==> src/rtl/lexington_pkg.sv <==
// rtl/lexington_pkg.sv - shared types, register offsets and helpers for the gptim timer
package lexington_pkg;

  localparam int GPTIM_ADDR_WIDTH = 4;
  localparam int GPTIM_PSC_WIDTH  = 16;

  localparam logic [1:0] GPTIM_CONF = 2'd0;
  localparam logic [1:0] GPTIM_CNT  = 2'd1;
  localparam logic [1:0] GPTIM_CMP  = 2'd2;
  localparam logic [1:0] GPTIM_DUTY = 2'd3;

  typedef struct packed {
    logic [GPTIM_PSC_WIDTH-1:0] psc;
    logic [11:0]                rsvd;
    logic                       pend;
    logic                       ie;
    logic                       oneshot;
    logic                       en;
  } gptim_conf_t;

  function automatic logic [31:0] gptim_byte_merge(input logic [31:0] old_v,
                                                   input logic [31:0] new_v,
                                                   input logic [3:0]  we);
    logic [31:0] res;
    res = old_v;
    for (int b = 0; b < 4; b++) begin
      if (we[b]) res[b*8 +: 8] = new_v[b*8 +: 8];
    end
    return res;
  endfunction

endpackage

==> src/rtl/gptim_prescaler.sv <==
// rtl/gptim_prescaler.sv - clock prescaler producing one tick every PSC+1 enabled cycles
module gptim_prescaler
  import lexington_pkg::*;
#(
  parameter int PSC_WIDTH = GPTIM_PSC_WIDTH
) (
  input  logic                 clk,
  input  logic                 rst_n,
  input  logic                 i_en,
  input  logic [PSC_WIDTH-1:0] i_psc,
  input  logic                 i_clear,
  output logic                 o_tick
);

  logic [PSC_WIDTH-1:0] r_psc_cnt;

  assign o_tick = i_en & (r_psc_cnt == i_psc);

  always_ff @(posedge clk or negedge rst_n) begin
    if (!rst_n) begin
      r_psc_cnt <= '0;
    end else if (!i_en || i_clear || o_tick) begin
      r_psc_cnt <= '0;
    end else begin
      r_psc_cnt <= r_psc_cnt + 1'b1;
    end
  end

endmodule

==> src/rtl/gptim.sv <==
// rtl/gptim.sv - general-purpose up-counting timer with prescaler, compare-reload and level irq
// Optional PWM output and DUTY register are built only when GPTIM_PWM_EN is defined.
module gptim
  import lexington_pkg::*;
#(
  parameter int ADDR_WIDTH = GPTIM_ADDR_WIDTH,
  parameter int PSC_WIDTH  = GPTIM_PSC_WIDTH
) (
  input  logic                  clk,
  input  logic                  rst_n,
  input  logic                  bus_en,
  input  logic [3:0]            bus_we,
  input  logic [ADDR_WIDTH-1:0] bus_addr,
  input  logic [31:0]           bus_wr_data,
  output logic [31:0]           bus_rd_data,
  output logic                  irq,
  output logic                  pwm_out
);

  gptim_conf_t r_conf;
  logic [31:0] r_cnt;
  logic [31:0] r_cmp;
  logic [31:0] r_rd_data;

  logic [1:0]  w_word;
  logic        w_wr;
  logic        w_rd;
  logic        w_wr_conf;
  logic        w_wr_cnt;
  logic        w_wr_cmp;
  logic        w_conf_lo;
  logic        w_psc_wr;
  logic        w_w1c;
  logic        w_tick;
  logic        w_match;
  logic        w_clear;
  logic [15:0] w_psc_next;
  logic [31:0] w_duty_rd;
  logic [31:0] w_rd_mux;
  logic        w_unused_addr;

  assign w_word        = bus_addr[3:2];
  assign w_unused_addr = ^bus_addr[1:0];
  assign w_wr          = bus_en & (|bus_we);
  assign w_rd          = bus_en & ~(|bus_we);
  assign w_wr_conf     = w_wr & (w_word == GPTIM_CONF);
  assign w_wr_cnt      = w_wr & (w_word == GPTIM_CNT);
  assign w_wr_cmp      = w_wr & (w_word == GPTIM_CMP);
  assign w_conf_lo     = w_wr_conf & bus_we[0];
  assign w_psc_wr      = w_wr_conf & (bus_we[2] | bus_we[3]);
  assign w_w1c         = w_conf_lo & bus_wr_data[3];
  assign w_psc_next    = {bus_we[3] ? bus_wr_data[31:24] : r_conf.psc[15:8],
                          bus_we[2] ? bus_wr_data[23:16] : r_conf.psc[7:0]};

  // Restarting the prescale phase on CNT or PSC writes keeps the first period full length.
  assign w_clear = w_wr_cnt | w_psc_wr;

  gptim_prescaler #(
    .PSC_WIDTH (PSC_WIDTH)
  ) u_prescaler (
    .clk     (clk),
    .rst_n   (rst_n),
    .i_en    (r_conf.en),
    .i_psc   (r_conf.psc[PSC_WIDTH-1:0]),
    .i_clear (w_clear),
    .o_tick  (w_tick)
  );

  assign w_match = w_tick & (r_cnt == r_cmp);

  // Software writes are applied after hardware events so they win; a new match beats W1C.
  always_ff @(posedge clk or negedge rst_n) begin
    if (!rst_n) begin
      r_conf <= '0;
    end else begin
      if (w_match) begin
        r_conf.pend <= 1'b1;
        if (r_conf.oneshot) r_conf.en <= 1'b0;
      end else if (w_w1c) begin
        r_conf.pend <= 1'b0;
      end
      if (w_conf_lo) begin
        r_conf.en      <= bus_wr_data[0];
        r_conf.oneshot <= bus_wr_data[1];
        r_conf.ie      <= bus_wr_data[2];
      end
      if (w_psc_wr) r_conf.psc <= w_psc_next;
    end
  end

  always_ff @(posedge clk or negedge rst_n) begin
    if (!rst_n) begin
      r_cnt <= '0;
      r_cmp <= '0;
    end else begin
      if (w_wr_cnt)     r_cnt <= gptim_byte_merge(r_cnt, bus_wr_data, bus_we);
      else if (w_match) r_cnt <= '0;
      else if (w_tick)  r_cnt <= r_cnt + 32'd1;
      if (w_wr_cmp)     r_cmp <= gptim_byte_merge(r_cmp, bus_wr_data, bus_we);
    end
  end

`ifdef GPTIM_PWM_EN
  logic [31:0] r_duty;
  logic        r_pwm;
  logic        w_wr_duty;

  assign w_wr_duty = w_wr & (w_word == GPTIM_DUTY);

  always_ff @(posedge clk or negedge rst_n) begin
    if (!rst_n) begin
      r_duty <= '0;
      r_pwm  <= 1'b0;
    end else begin
      if (w_wr_duty) r_duty <= gptim_byte_merge(r_duty, bus_wr_data, bus_we);
      r_pwm <= r_conf.en & (r_cnt < r_duty);
    end
  end

  assign pwm_out   = r_pwm;
  assign w_duty_rd = r_duty;
`else
  assign pwm_out   = 1'b0;
  assign w_duty_rd = 32'd0;
`endif

  always_comb begin
    w_rd_mux = 32'd0;
    case (w_word)
      GPTIM_CONF: w_rd_mux = r_conf;
      GPTIM_CNT:  w_rd_mux = r_cnt;
      GPTIM_CMP:  w_rd_mux = r_cmp;
      GPTIM_DUTY: w_rd_mux = w_duty_rd;
      default:    w_rd_mux = 32'd0;
    endcase
  end

  always_ff @(posedge clk or negedge rst_n) begin
    if (!rst_n) begin
      r_rd_data <= '0;
    end else if (w_rd) begin
      r_rd_data <= w_rd_mux;
    end
  end

  assign bus_rd_data = r_rd_data;
  assign irq         = r_conf.ie & r_conf.pend;

endmodule

==> config.mk <==
export PLATFORM = sky130hd
export DESIGN_NAME = gptim
export DESIGN_NICKNAME = d
export VERILOG_FILES = /design/src/rtl/lexington_pkg.sv /design/src/rtl/gptim_prescaler.sv /design/src/rtl/gptim.sv
export SDC_FILE = /design/constraint.sdc
export NUM_CORES = 1
export LEC_CHECK = 0
export CORE_MARGIN = 4
export CORE_UTILIZATION = 62
export DETAILED_ROUTE_END_ITERATION = 16
export GPL_ROUTABILITY_DRIVEN = 0
export PLACE_DENSITY = 0.94
export REMOVE_ABC_BUFFERS = 1
export SLEW_MARGIN = 10
export SYNTH_ARGS = -nofsm -noshare
export SYNTH_HDL_FRONTEND = slang
export SYNTH_SLANG_ARGS = --single-unit
==> constraint.sdc <==
create_clock -name clk -period 6.95 [get_ports clk]
set_input_delay 1.39 -clock clk [delete_from_list [all_inputs] [get_ports clk]]
set_output_delay 1.39 -clock clk [all_outputs]
set_load 0.05 [all_outputs]
==> results of run 1 <==
routing by layer:
| metal | vias to the layer above | track usage | share of wire |
|---|---|---|---|
| met5 | - | 0 | 0 |
| met3 | 112 | 0.0909 | 0.099 |
| met1 | 3104 | 0.390 | 0.37 |
| li1 | 2756 | - | - |
| met4 | 0 | 0.178 | 0.052 |
| met2 | 483 | 0.521 | 0.48 |
cells in the mapped netlist, drive strengths merged (10+ instances only):
cell type	n
dfrtp	132
nand2	87
nor2	54
o21ai	51
mux2	47
xnor2	47
nand3	39
clkbuf	34
a21oi	30
and3	21
mux2i	21
nand4	20
a22oi	17
buf	16
xor2	12
nor3	11
nor4	11
inv	10
flip-flops by register name, indices dropped and copies added, names as in the netlist:
| register | cells |
|---|---|
| r_cnt | 32 |
| r_cmp | 32 |
| r_conf | 20 |
| bus_rd_data | 32 |
| u_prescaler.r_psc_cnt | 16 |
through the flow:
stage                util  hold WS (ns)
detailed placement  0.696         0.470
global placement    0.696         0.460
finish              0.748         0.478
CTS                 0.748         0.482
floorplan               -         0.449
global route        0.748         0.500
how the worst max path moves through the flow:
stage / start / endpoint / slack (ns) / cells after the start
3_5_place_dp: bus_addr[3] / u_prescaler.r_psc_cnt[4] / 2.57 / 7
4_1_cts: bus_addr[2] / r_cnt[15] / 2.92 / 7
2_1_floorplan: bus_addr[2] / r_cnt[15] / 3.28 / 5
3_3_place_gp: bus_addr[2] / r_cnt[15] / 2.56 / 7
6_report: bus_addr[2] / r_cnt[15] / 2.80 / 7
5_1_grt: bus_addr[2] / r_cnt[15] / 2.68 / 7
worst reg2reg max path: cells and delay by family (launching register included):
family,cells,cell delay (ns)
xor gates and xnor gates,1,0.17
DFF,1,0.43
AOI/OAI and AO/OA,2,0.53
and+or+nand+nor,4,1.62
power by group through the flow:
stage                     combinational (mW)  clock (mW)  sequential, mW
after detailed placement               0.707           0            1.07
after floorplan                        0.338           0            1.17
after global placement                 0.684           0            1.06
final                                  0.728       0.908            1.07
after global routing                   0.776       0.940            1.09
after CTS                              0.721       0.909            1.06
layout make-up:
cell class	instances	area [sq um]
clock buffers	21	460
flip-flops and latches	132	3300
well taps	143	179
fillers	751	2880
inverters	10	37.5
repair buffers	79	773
clock inverters	11	133
multi-input cells	550	3660
kinds of logic after synthesis:
| kind of cell | Yosys count | synth area share |
|---|---|---|
| muxes | 68 | 0.103 |
| and+or+nand+nor | 274 | 0.198 |
| xor gates and xnor gates | 59 | 0.0717 |
| AOI/OAI and AO/OA | 146 | 0.130 |
| buffers and inverters | 60 | 0.0349 |
| other | 1 | 0.000520 |
| adders and majority gates | 2 | 0.00347 |
| DFF | 132 | 0.458 |
==> impl_metrics.prom, run 1 <==
# TYPE chip_impl_metric gauge
chip_impl_info{name="run_status",value="completed"} 1
chip_impl_metric{name="floorplan.die.height",unit="um"} 116
chip_impl_metric{name="routedWlPerCell",unit="um"} 21.9
chip_impl_info{name="timing.critical_path.cells",value="clkdlybuf4s50_1 -> buf_4 -> nor2b_2 -> and3_1 -> nor2_1 -> a21o_1 -> a211o_1"} 1
chip_impl_metric{name="tritoncts_num_sinks",unit=""} 132
chip_impl_metric{name="num_io_pins",unit=""} 77
chip_impl_metric{name="initial_core_util",unit=""} 0.631
chip_impl_info{name="yosys.area.top_type",value="sky130_fd_sc_hd__dfrtp_1"} 1
chip_impl_metric{name="post_synth_inst_count",unit=""} 742
chip_impl_metric{name="drt_iter0_drc",unit=""} 932
chip_impl_metric{name="final_layout_size_suffix_gt1_frac",unit=""} 0.126
chip_impl_metric{name="slew_violations",unit=""} 0
chip_impl_info{name="layout_common_cells",value="132 x sky130_fd_sc_hd__dfrtp_1, 86 x sky130_fd_sc_hd__nand2_1, 72 x sky130_fd_sc_hd__clkdlybuf4s50_1"} 1
chip_impl_metric{name="clkLatencyLatePin",unit="ns"} 0.43
chip_impl_metric{name="worst_vdd_drop",unit="mV"} 0.229
chip_impl_info{name="hold_path_end",value="bus_rd_data[3]"} 1
chip_impl_metric{name="min_delay_path_depth",unit=""} 2
chip_impl_metric{name="holdBufCountCts",unit=""} 0
chip_impl_info{name="mostFrequentLayoutCell",value="sky130_fd_sc_hd__dfrtp_1"} 1
chip_impl_metric{name="pre_cts_ws",unit="ns"} 2.57
chip_impl_metric{name="htree_levels",unit=""} 4
chip_impl_info{name="crit-reg2reg-launch",value="u_prescaler.r_psc_cnt[7]"} 1
chip_impl_metric{name="switching_power_summed_over_all_nets",unit="mW"} 0.932
chip_impl_info{name="ys.flop_type",value="sky130_fd_sc_hd__dfrtp_1"} 1
chip_impl_metric{name="buffer_and_inverter_count_on_the_worst_path",unit=""} 2
chip_impl_metric{name="final_setup_tns",unit="ns"} 0
chip_impl_metric{name="maxCapViolCount",unit=""} 0
chip_impl_metric{name="fraction_of_power_consumed_by_sequential_logic",unit=""} 0.396
chip_impl_metric{name="final_cells",unit=""} 946
chip_impl_info{name="hp-start",value="bus_rd_data[3]"} 1
chip_impl_metric{name="finalPower",unit="mW"} 2.71
chip_impl_metric{name="post_drt_via_cell_ratio",unit=""} 6.82
chip_impl_metric{name="post-route-min-period",unit="ns"} 4.15
chip_impl_metric{name="synth_edf_count",unit=""} 0
chip_impl_metric{name="synthesis_stage_register_bit_count",unit=""} 132
chip_impl_metric{name="path_max_fanout",unit=""} 24
chip_impl_metric{name="timing.max_slew.rel_slack",unit=""} 0.204
chip_impl_metric{name="timing.critical_path.required",unit="ns"} 7.26
chip_impl_metric{name="first_global_vias",unit=""} 6515
chip_impl_metric{name="dp.final_hpwl",unit="mm"} 13.8
chip_impl_metric{name="power_density",unit="mW/mm^2"} 317
chip_impl_metric{name="tritoncts.num_buffers",unit=""} 17
chip_impl_metric{name="synthDominantCellAreaShare",unit=""} 0.458
chip_impl_metric{name="final_min_period_over_clock_period",unit=""} 0.597
chip_impl_metric{name="drt_first_pass_iters",unit=""} 7
chip_impl_metric{name="cp_slowest_stage_delay",unit="ns"} 1.01
chip_impl_metric{name="nets",unit=""} 835
chip_impl_metric{name="achievable-frequency",unit="MHz"} 241
chip_impl_metric{name="grt.overflow.total",unit=""} 0
chip_impl_metric{name="antenna-diode-count",unit=""} 0
chip_impl_metric{name="timing.clock.skew",unit="ns"} 0.00754
chip_impl_metric{name="tightest_slew",unit="ns"} 1.19
chip_impl_metric{name="fin_area",unit="sq mm"} 0.00854
chip_impl_metric{name="swShare",unit=""} 0.344
chip_impl_metric{name="timing_hold_violations_final",unit=""} 0
chip_impl_metric{name="worst_setup_hold_path_clk_slew",unit="ns"} 0.06
chip_impl_metric{name="antenna_violating_nets_post_route",unit=""} 0
chip_impl_info{name="cts_root_buf",value="sky130_fd_sc_hd__clkbuf_16"} 1
chip_impl_metric{name="core_area",unit="sq mm"} 0.0114
chip_impl_metric{name="number_of_antenna_violations_at_the_first_check_in_global_routing",unit=""} 0
chip_impl_metric{name="wirelength",unit="mm"} 20.8
chip_impl_info{name="slowest_stage",value="sky130_fd_sc_hd__nor2b_2"} 1
chip_impl_metric{name="total_leakage_power",unit="nW"} 3.56
chip_impl_metric{name="clockBufferDepth",unit=""} 2
chip_impl_info{name="critPathLaunchType",value="input port"} 1
chip_impl_metric{name="die_width",unit="um"} 116
chip_impl_metric{name="finalSetupViolCount",unit=""} 0
chip_impl_metric{name="pwr-share-clk",unit=""} 0.335
chip_impl_metric{name="row_count",unit=""} 39
chip_impl_metric{name="placed_cells_incl_taps",unit=""} 914
chip_impl_metric{name="yosysSeqAreaShare",unit=""} 0.458
chip_impl_metric{name="globalRouteTotalUtil",unit=""} 0.322
chip_impl_info{name="r2r_end",value="r_cnt[15]"} 1
chip_impl_metric{name="fp.dieArea",unit="sq mm"} 0.0134
chip_impl_metric{name="r2r_cells",unit=""} 7
chip_impl_info{name="hold_path.class",value="register to register"} 1
chip_impl_metric{name="cts_resized",unit=""} 0
chip_impl_info{name="grt_setup_unrepaired",value="false"} 1
chip_impl_info{name="crit_path_end_kind",value="register"} 1
chip_impl_metric{name="cts_setup_buffers",unit=""} 0
chip_impl_metric{name="ys_async_sr_fraction",unit=""} 1.00
chip_impl_info{name="synth_top_area_cells",value="sky130_fd_sc_hd__dfrtp_1 46%, sky130_fd_sc_hd__mux2_2 7.3%, sky130_fd_sc_hd__xnor2_1 5.7%"} 1
chip_impl_metric{name="netlist_area",unit="sq mm"} 0.00721
chip_impl_info{name="critPathTopFamily",value="simple AND/OR/NAND/NOR gates"} 1
chip_impl_metric{name="p_int",unit="mW"} 1.78
chip_impl_metric{name="drcViolationCount",unit=""} 0
chip_impl_info{name="timing_worst_setup_path_type",value="input port to register"} 1
chip_impl_metric{name="yosys_warnings",unit=""} 12
chip_impl_metric{name="num_vias",unit=""} 6455
chip_impl_metric{name="io_buffer_count",unit=""} 73
chip_impl_info{name="cts_tree",value="built"} 1
chip_impl_metric{name="final_setup_slack_of_the_worst_path",unit="ns"} 2.80
chip_impl_metric{name="synth_area_per_cell",unit="sq um"} 9.71
chip_impl_metric{name="wire_length_of_the_first_global_routing_pass",unit="mm"} 33.2
chip_impl_metric{name="placed_cell_area",unit="sq mm"} 0.00795
chip_impl_metric{name="pin_count_of_the_biggest_net_entering_global_routing",unit=""} 81
chip_impl_metric{name="critical_path_arrival",unit="ns"} 4.46
chip_impl_metric{name="power.combinational.fraction",unit=""} 0.269
chip_impl_metric{name="synth_cell_type_count",unit=""} 63
chip_impl_metric{name="syn2layout_area_growth",unit="%"} 18.5
chip_impl_metric{name="setup.reg_to_reg.worst_slack",unit="ns"} 4.09
No activity file was read; power rests on OpenSTA's default activity.
==> inputs of run 2 (changes only) <==
--- a/config.mk
+++ b/config.mk
@@ -6,10 +6,10 @@
 export NUM_CORES = 1
 export LEC_CHECK = 0
 export CORE_MARGIN = 4
-export CORE_UTILIZATION = 62
+export CORE_UTILIZATION = 57
 export DETAILED_ROUTE_END_ITERATION = 16
 export GPL_ROUTABILITY_DRIVEN = 0
-export PLACE_DENSITY = 0.94
+export PLACE_DENSITY = 0.88
 export REMOVE_ABC_BUFFERS = 1
 export SLEW_MARGIN = 10
 export SYNTH_ARGS = -nofsm -noshare
==> constraint.sdc (replaced) <==
create_clock -name clk -period 4.13 [get_ports clk]
set_input_delay 0.826 -clock clk [delete_from_list [all_inputs] [get_ports clk]]
set_output_delay 0.826 -clock clk [all_outputs]
set_load 0.05 [all_outputs]
==> run 2 against run 1 <==
Hold slack got worse by 0.0038 ns. Sequential power rose by 68%. Sequential share of layout area fell by 0.55 points. Critical endpoint is now r_cnt[23]. Largest power group unchanged.
==> impl_metrics.prom, run 2 (same netlist as run 1, synthesis figures left out) <==
# TYPE chip_impl_metric gauge
chip_impl_info{name="run_status",value="completed"} 1
chip_impl_metric{name="p_int",unit="mW"} 3.06
chip_impl_metric{name="final_setup_tns",unit="ns"} 0
chip_impl_metric{name="total_leakage_power",unit="nW"} 3.59
chip_impl_metric{name="timing.clock.skew",unit="ns"} 0.00756
chip_impl_info{name="timing_worst_setup_path_type",value="input port to register"} 1
chip_impl_metric{name="post-route-min-period",unit="ns"} 3.29
chip_impl_metric{name="timing.max_slew.rel_slack",unit=""} 0.302
chip_impl_metric{name="pin_count_of_the_biggest_net_entering_global_routing",unit=""} 68
chip_impl_info{name="critPathLaunchType",value="input port"} 1
chip_impl_info{name="mostFrequentLayoutCell",value="sky130_fd_sc_hd__dfrtp_1"} 1
chip_impl_metric{name="finalSetupViolCount",unit=""} 0
chip_impl_metric{name="wire_length_of_the_first_global_routing_pass",unit="mm"} 33.4
chip_impl_metric{name="antenna_violating_nets_post_route",unit=""} 0
chip_impl_metric{name="finalPower",unit="mW"} 4.64
chip_impl_metric{name="post_drt_via_cell_ratio",unit=""} 6.48
chip_impl_metric{name="switching_power_summed_over_all_nets",unit="mW"} 1.58
chip_impl_metric{name="core_area",unit="sq mm"} 0.0122
chip_impl_metric{name="fin_worst_hold_slack",unit="ns"} 0.474
chip_impl_metric{name="tritoncts.num_buffers",unit=""} 17
chip_impl_metric{name="swShare",unit=""} 0.340
chip_impl_metric{name="worst_vdd_drop",unit="mV"} 0.267
chip_impl_metric{name="globalRouteTotalUtil",unit=""} 0.295
chip_impl_metric{name="critical_path_arrival",unit="ns"} 3.61
chip_impl_metric{name="slew_violations",unit=""} 0
chip_impl_metric{name="tightest_slew",unit="ns"} 1.04
chip_impl_metric{name="placed_cell_area",unit="sq mm"} 0.00803
chip_impl_metric{name="n_fill_cell",unit=""} 858
chip_impl_info{name="cts_root_buf",value="sky130_fd_sc_hd__clkbuf_16"} 1
chip_impl_metric{name="number_of_antenna_violations_at_the_first_check_in_global_routing",unit=""} 0
chip_impl_metric{name="drt_iter0_drc",unit=""} 865
chip_impl_metric{name="initial_core_util",unit=""} 0.590
chip_impl_metric{name="cts_setup_buffers",unit=""} 0
chip_impl_metric{name="power_density",unit="mW/mm^2"} 535
chip_impl_metric{name="floorplan.die.height",unit="um"} 120
chip_impl_info{name="grt_setup_unrepaired",value="false"} 1
chip_impl_metric{name="fraction_of_power_consumed_by_sequential_logic",unit=""} 0.388
chip_impl_metric{name="antenna-diode-count",unit=""} 0
chip_impl_metric{name="routedWlPerCell",unit="um"} 21.1
chip_impl_metric{name="final_layout_size_suffix_gt1_frac",unit=""} 0.134
chip_impl_info{name="cts_tree",value="built"} 1
chip_impl_metric{name="path_max_fanout",unit=""} 24
chip_impl_metric{name="cts_resized",unit=""} 0
chip_impl_info{name="hold_path.class",value="register to register"} 1
chip_impl_metric{name="die_width",unit="um"} 120
chip_impl_metric{name="achievable-frequency",unit="MHz"} 304
chip_impl_metric{name="drcViolationCount",unit=""} 0
chip_impl_metric{name="tritoncts_num_sinks",unit=""} 132
chip_impl_metric{name="clockBufferDepth",unit=""} 2
chip_impl_metric{name="power.combinational.fraction",unit=""} 0.263
chip_impl_metric{name="row_count",unit=""} 40
chip_impl_metric{name="num_io_pins",unit=""} 77
chip_impl_info{name="crit_path_end_kind",value="register"} 1
chip_impl_metric{name="dp.final_hpwl",unit="mm"} 14.5
chip_impl_info{name="layout_common_cells",value="132 x sky130_fd_sc_hd__dfrtp_1, 86 x sky130_fd_sc_hd__nand2_1, 72 x sky130_fd_sc_hd__clkdlybuf4s50_1"} 1
chip_impl_metric{name="wirelength",unit="mm"} 20.6
chip_impl_metric{name="pwr-share-clk",unit=""} 0.349
chip_impl_metric{name="timing.critical_path.required",unit="ns"} 4.45
chip_impl_metric{name="setup.reg_to_reg.worst_slack",unit="ns"} 1.25
chip_impl_metric{name="io_buffer_count",unit=""} 73
chip_impl_metric{name="holdBufCountCts",unit=""} 0
chip_impl_metric{name="clkLatencyLatePin",unit="ns"} 0.43
chip_impl_metric{name="worst_setup_hold_path_clk_slew",unit="ns"} 0.06
chip_impl_metric{name="syn2layout_area_growth",unit="%"} 20.2
chip_impl_metric{name="maxCapViolCount",unit=""} 0
chip_impl_metric{name="first_global_vias",unit=""} 6442
chip_impl_metric{name="grt.overflow.total",unit=""} 0
chip_impl_metric{name="final_min_period_over_clock_period",unit=""} 0.797
chip_impl_metric{name="timing_hold_violations_final",unit=""} 0
chip_impl_metric{name="num_vias",unit=""} 6324
chip_impl_metric{name="nets",unit=""} 840
chip_impl_metric{name="drt_first_pass_iters",unit=""} 6
chip_impl_metric{name="htree_levels",unit=""} 4
chip_impl_metric{name="fin_area",unit="sq mm"} 0.00866
chip_impl_metric{name="fp.dieArea",unit="sq mm"} 0.0145
[run 2: cell count changes in the layout (fill, tap and decap cells not counted)]
| cell | change |
|---|---|
| sky130_fd_sc_hd__clkbuf_1 | -2 |
| sky130_fd_sc_hd__bufinv_16 | +1 |
| sky130_fd_sc_hd__clkinv_4 | +1 |
| sky130_fd_sc_hd__buf_12 | +1 |
| sky130_fd_sc_hd__clkinvlp_4 | +4 |
| sky130_fd_sc_hd__buf_4 | +4 |
| sky130_fd_sc_hd__clkinv_2 | -4 |
[run 2: through the flow]
stage / util / cells / setup WS (ns)
after CTS: 0.710 / 976 / 0.920
final: 0.710 / 976 / 0.839
after global routing: 0.710 / 976 / 0.782
after global placement: 0.658 / 944 / 0.708
after floorplan: - / 692 / 1.02
after detailed placement: 0.658 / 944 / 0.505
[run 2: power by group through the flow]
stage	combinational (mW)	clock, mW	sequential, mW
global placement	1.16	0	1.78
global route	1.30	1.68	1.83
CTS	1.21	1.63	1.79
detailed placement	1.20	0	1.81
floorplan	0.569	0	1.97
finish	1.22	1.62	1.80
[run 2: critical path: stages]
cell	delay, ns
sky130_fd_sc_hd__clkdlybuf4s50_1	0.49
sky130_fd_sc_hd__nor4_1	0.57
sky130_fd_sc_hd__nor3_2	0.09
sky130_fd_sc_hd__buf_4	0.26
sky130_fd_sc_hd__or3_1	0.59
sky130_fd_sc_hd__nand2_1	0.36
sky130_fd_sc_hd__o21ai_0	0.17
sky130_fd_sc_hd__a22o_1	0.26
[run 2: final timing paths]
| check | startpoint | to | cells past startpoint |
|---|---|---|---|
| worst max-delay path | bus_we[1] | r_cnt[23] | 8 |
| max in group asynchronous | rst_n | r_conf[28] | 2 |
| worst min-delay path | bus_rd_data[12] | bus_rd_data[12] | 2 |
| worst min register to register | bus_rd_data[12] | bus_rd_data[12] | 2 |
| worst max register to register | r_conf[30] | r_cnt[23] | 7 |
| min in group asynchronous | rst_n | bus_rd_data[13] | 1 |
[run 2: area by class of cell]
| type | count | area, sq um | area share |
|---|---|---|---|
| multi-input cells | 550 | 3660 | 0.422 |
| flip-flops and latches | 132 | 3300 | 0.381 |
| repair buffers | 84 | 823 | 0.0950 |
| clock buffers | 19 | 453 | 0.0523 |
| well taps | 168 | 210 | 0.0243 |
| clock inverters | 13 | 181 | 0.0209 |
| inverters | 10 | 37.5 | 0.00433 |
[run 2: per-layer routing]
| metal | GRT usage | vias up | part of all wire |
|---|---|---|---|
| met5 | 0 | - | 0 |
| met4 | 0.178 | 0 | 0.056 |
| met3 | 0.0655 | 106 | 0.079 |
| met2 | 0.479 | 379 | 0.48 |
| met1 | 0.360 | 3078 | 0.38 |
| li1 | - | 2761 | - |
==> inputs of run 3 (changes only) <==
--- a/config.mk
+++ b/config.mk
@@ -6,10 +6,10 @@
 export NUM_CORES = 1
 export LEC_CHECK = 0
 export CORE_MARGIN = 4
-export CORE_UTILIZATION = 57
+export CORE_UTILIZATION = 52
 export DETAILED_ROUTE_END_ITERATION = 16
 export GPL_ROUTABILITY_DRIVEN = 0
-export PLACE_DENSITY = 0.88
+export PLACE_DENSITY = 0.85
 export REMOVE_ABC_BUFFERS = 1
 export SLEW_MARGIN = 10
 export SYNTH_ARGS = -nofsm -noshare
==> constraint.sdc (replaced) <==
create_clock -name clk -period 3 [get_ports clk]
set_input_delay 0.6 -clock clk [delete_from_list [all_inputs] [get_ports clk]]
set_output_delay 0.6 -clock clk [all_outputs]
set_load 0.05 [all_outputs]
==> run 3 against run 2 <==
Sequential share of layout area shrank 1.5 points. Design area grew 4.0%. Non-clock buffer count grew 42. Combinational power grew 42%. Clock skew is essentially flat.
==> impl_metrics.prom, run 3 (same netlist as run 1, synthesis figures left out) <==
# TYPE chip_impl_metric gauge
chip_impl_metric{name="fraction_of_power_consumed_by_sequential_logic",unit=""} 0.380
chip_impl_metric{name="clkLatencyLatePin",unit="ns"} 0.42
chip_impl_metric{name="initial_core_util",unit=""} 0.538
chip_impl_metric{name="core_area",unit="sq mm"} 0.0134
chip_impl_info{name="cts_root_buf",value="sky130_fd_sc_hd__clkbuf_16"} 1
chip_impl_metric{name="syn2layout_area_growth",unit="%"} 25.1
chip_impl_info{name="grt_setup_unrepaired",value="false"} 1
chip_impl_metric{name="placed_cells_incl_taps",unit=""} 994
chip_impl_metric{name="total_leakage_power",unit="nW"} 3.81
chip_impl_metric{name="core_occupancy_in_the_finished_layout",unit=""} 0.673
chip_impl_metric{name="fp.dieArea",unit="sq mm"} 0.0158
chip_impl_metric{name="switching_power_summed_over_all_nets",unit="mW"} 2.13
chip_impl_metric{name="critical_path_arrival",unit="ns"} 3.16
chip_impl_metric{name="cts_setup_buffers",unit=""} 0
chip_impl_metric{name="cp_slowest_stage_delay",unit="ns"} 0.46
chip_impl_metric{name="antenna-diode-count",unit=""} 0
chip_impl_metric{name="worst_vdd_drop",unit="mV"} 0.405
chip_impl_metric{name="num_io_pins",unit=""} 77
chip_impl_info{name="worst_setup_path_startpoint",value="r_cnt[4]"} 1
chip_impl_metric{name="io_buffer_count",unit=""} 73
chip_impl_info{name="crit_path_end_kind",value="register"} 1
chip_impl_metric{name="pwr-share-clk",unit=""} 0.353
chip_impl_metric{name="fin_worst_hold_slack",unit="ns"} 0.212
chip_impl_metric{name="post-route-min-period",unit="ns"} 2.85
chip_impl_metric{name="pin_count_of_the_biggest_net_entering_global_routing",unit=""} 79
chip_impl_metric{name="tritoncts_num_sinks",unit=""} 132
chip_impl_metric{name="num_vias",unit=""} 6273
chip_impl_info{name="run_status",value="completed"} 1
chip_impl_metric{name="wirelength",unit="mm"} 20.3
chip_impl_metric{name="final_layout_size_suffix_gt1_frac",unit=""} 0.172
chip_impl_metric{name="timing.clock.skew",unit="ns"} 0.00775
chip_impl_info{name="mostFrequentLayoutCell",value="sky130_fd_sc_hd__dfrtp_1"} 1
chip_impl_metric{name="post_drt_via_cell_ratio",unit=""} 6.11
chip_impl_metric{name="path_max_fanout",unit=""} 16
chip_impl_metric{name="timing.max_slew.rel_slack",unit=""} 0.522
chip_impl_metric{name="number_of_antenna_violations_at_the_first_check_in_global_routing",unit=""} 0
chip_impl_metric{name="finalSetupViolCount",unit=""} 0
chip_impl_metric{name="drt_first_pass_iters",unit=""} 6
chip_impl_metric{name="swShare",unit=""} 0.329
chip_impl_metric{name="achievable-frequency",unit="MHz"} 350
chip_impl_metric{name="row_count",unit=""} 42
chip_impl_metric{name="htree_levels",unit=""} 4
chip_impl_metric{name="globalRouteTotalUtil",unit=""} 0.261
chip_impl_metric{name="final_min_period_over_clock_period",unit=""} 0.952
chip_impl_metric{name="first_global_vias",unit=""} 6324
chip_impl_metric{name="drt_iter0_drc",unit=""} 890
chip_impl_info{name="slowest_stage",value="sky130_fd_sc_hd__dfrtp_1"} 1
chip_impl_metric{name="routedWlPerCell",unit="um"} 19.8
chip_impl_metric{name="dp.final_hpwl",unit="mm"} 14.4
chip_impl_info{name="crit-reg2reg-launch",value="r_cnt[4]"} 1
chip_impl_info{name="timing_worst_setup_path_type",value="register to register"} 1
chip_impl_metric{name="clockBufferDepth",unit=""} 2
chip_impl_metric{name="worst_setup_hold_path_clk_slew",unit="ns"} 0.06
chip_impl_metric{name="antenna_violating_nets_post_route",unit=""} 0
chip_impl_metric{name="slew_violations",unit=""} 0
chip_impl_metric{name="maxCapViolCount",unit=""} 0
chip_impl_metric{name="power_density",unit="mW/mm^2"} 717
chip_impl_metric{name="cts_resized",unit=""} 0
chip_impl_info{name="timing.critical_path.cells",value="xnor2_1 -> nand4_1 -> nor4_2 -> nand4bb_4 -> nand2b_2 -> nor2_1 -> a221o_1"} 1
chip_impl_metric{name="p_int",unit="mW"} 4.34
chip_impl_metric{name="final_cells",unit=""} 1026
chip_impl_metric{name="timing_hold_violations_final",unit=""} 0
chip_impl_metric{name="final_setup_tns",unit="ns"} 0
chip_impl_info{name="cts_tree",value="built"} 1
chip_impl_metric{name="floorplan.die.height",unit="um"} 126
chip_impl_metric{name="wire_length_of_the_first_global_routing_pass",unit="mm"} 32.9
chip_impl_info{name="layout_common_cells",value="132 x sky130_fd_sc_hd__dfrtp_1, 86 x sky130_fd_sc_hd__nand2_1, 72 x sky130_fd_sc_hd__clkdlybuf4s50_1"} 1
chip_impl_info{name="critPathLaunchType",value="register"} 1
chip_impl_info{name="hold_path.class",value="input port to async pin"} 1
chip_impl_metric{name="nets",unit=""} 882
chip_impl_metric{name="timing.critical_path.required",unit="ns"} 3.31
chip_impl_metric{name="power.combinational.fraction",unit=""} 0.268
chip_impl_metric{name="drcViolationCount",unit=""} 0
chip_impl_metric{name="tightest_slew",unit="ns"} 0.717
chip_impl_metric{name="finalPower",unit="mW"} 6.46
chip_impl_metric{name="tritoncts.num_buffers",unit=""} 17
chip_impl_metric{name="grt.overflow.total",unit=""} 0
chip_impl_metric{name="die_width",unit="um"} 126
chip_impl_metric{name="holdBufCountCts",unit=""} 0
-- run 3: critical path: cells and delay by family, from the launching register on --
kind | cells | cell delay (ns)
AOI/OAI and AO/OA | 1 | 0.37
xor gates and xnor gates | 1 | 0.39
DFF | 1 | 0.46
and+or+nand+nor | 5 | 1.51
-- run 3: final cells by class --
class	instances	area [sq um]
fill	979	4390
multi-input combinational	550	3660
sequential	132	3300
timing repair buffer	126	1150
clock buffer	23	468
tap	176	220
clock inverter	9	175
inverter	10	37.5
-- run 3: power groups by stage --
stage	logic [mW]	registers [mW]	clock network, mW
2_1_floorplan	0.784	2.72	0
3_3_place_gp	1.66	2.45	0
3_5_place_dp	1.69	2.47	0
4_1_cts	1.72	2.44	2.30
5_1_grt	1.85	2.50	2.37
6_report	1.73	2.45	2.28
-- run 3: final timing paths --
kind / endpoint / depth (start not counted) / slack [ns]
setup / recovery: r_cnt[7] / 7 / 0.15
min in group clk: bus_rd_data[22] / 2 / 0.47
hold reg to reg: bus_rd_data[22] / 2 / 0.47
max in group asynchronous: r_cmp[9] / 2 / 2.06
hold / removal: u_prescaler.r_psc_cnt[5] / 1 / 0.21
setup reg to reg: r_cnt[7] / 7 / 0.15
-- run 3: metrics by stage --
step                      setup WS (ns)  area (sq um)
final                             0.145          9010
after detailed placement         0.0397          8370
after floorplan                   0.116          6990
after global routing             0.0460          9010
after CTS                         0.245          9010
after global placement           0.0571          8370
-- run 3: routing by layer --
layer | GRT usage | vias up | wire length, um
met5 | 0 | - | 0
met4 | 0.114 | 0 | 665
met3 | 0.0682 | 55 | 1800
met2 | 0.407 | 338 | 9520
met1 | 0.347 | 3030 | 8280
li1 | - | 2850 | -
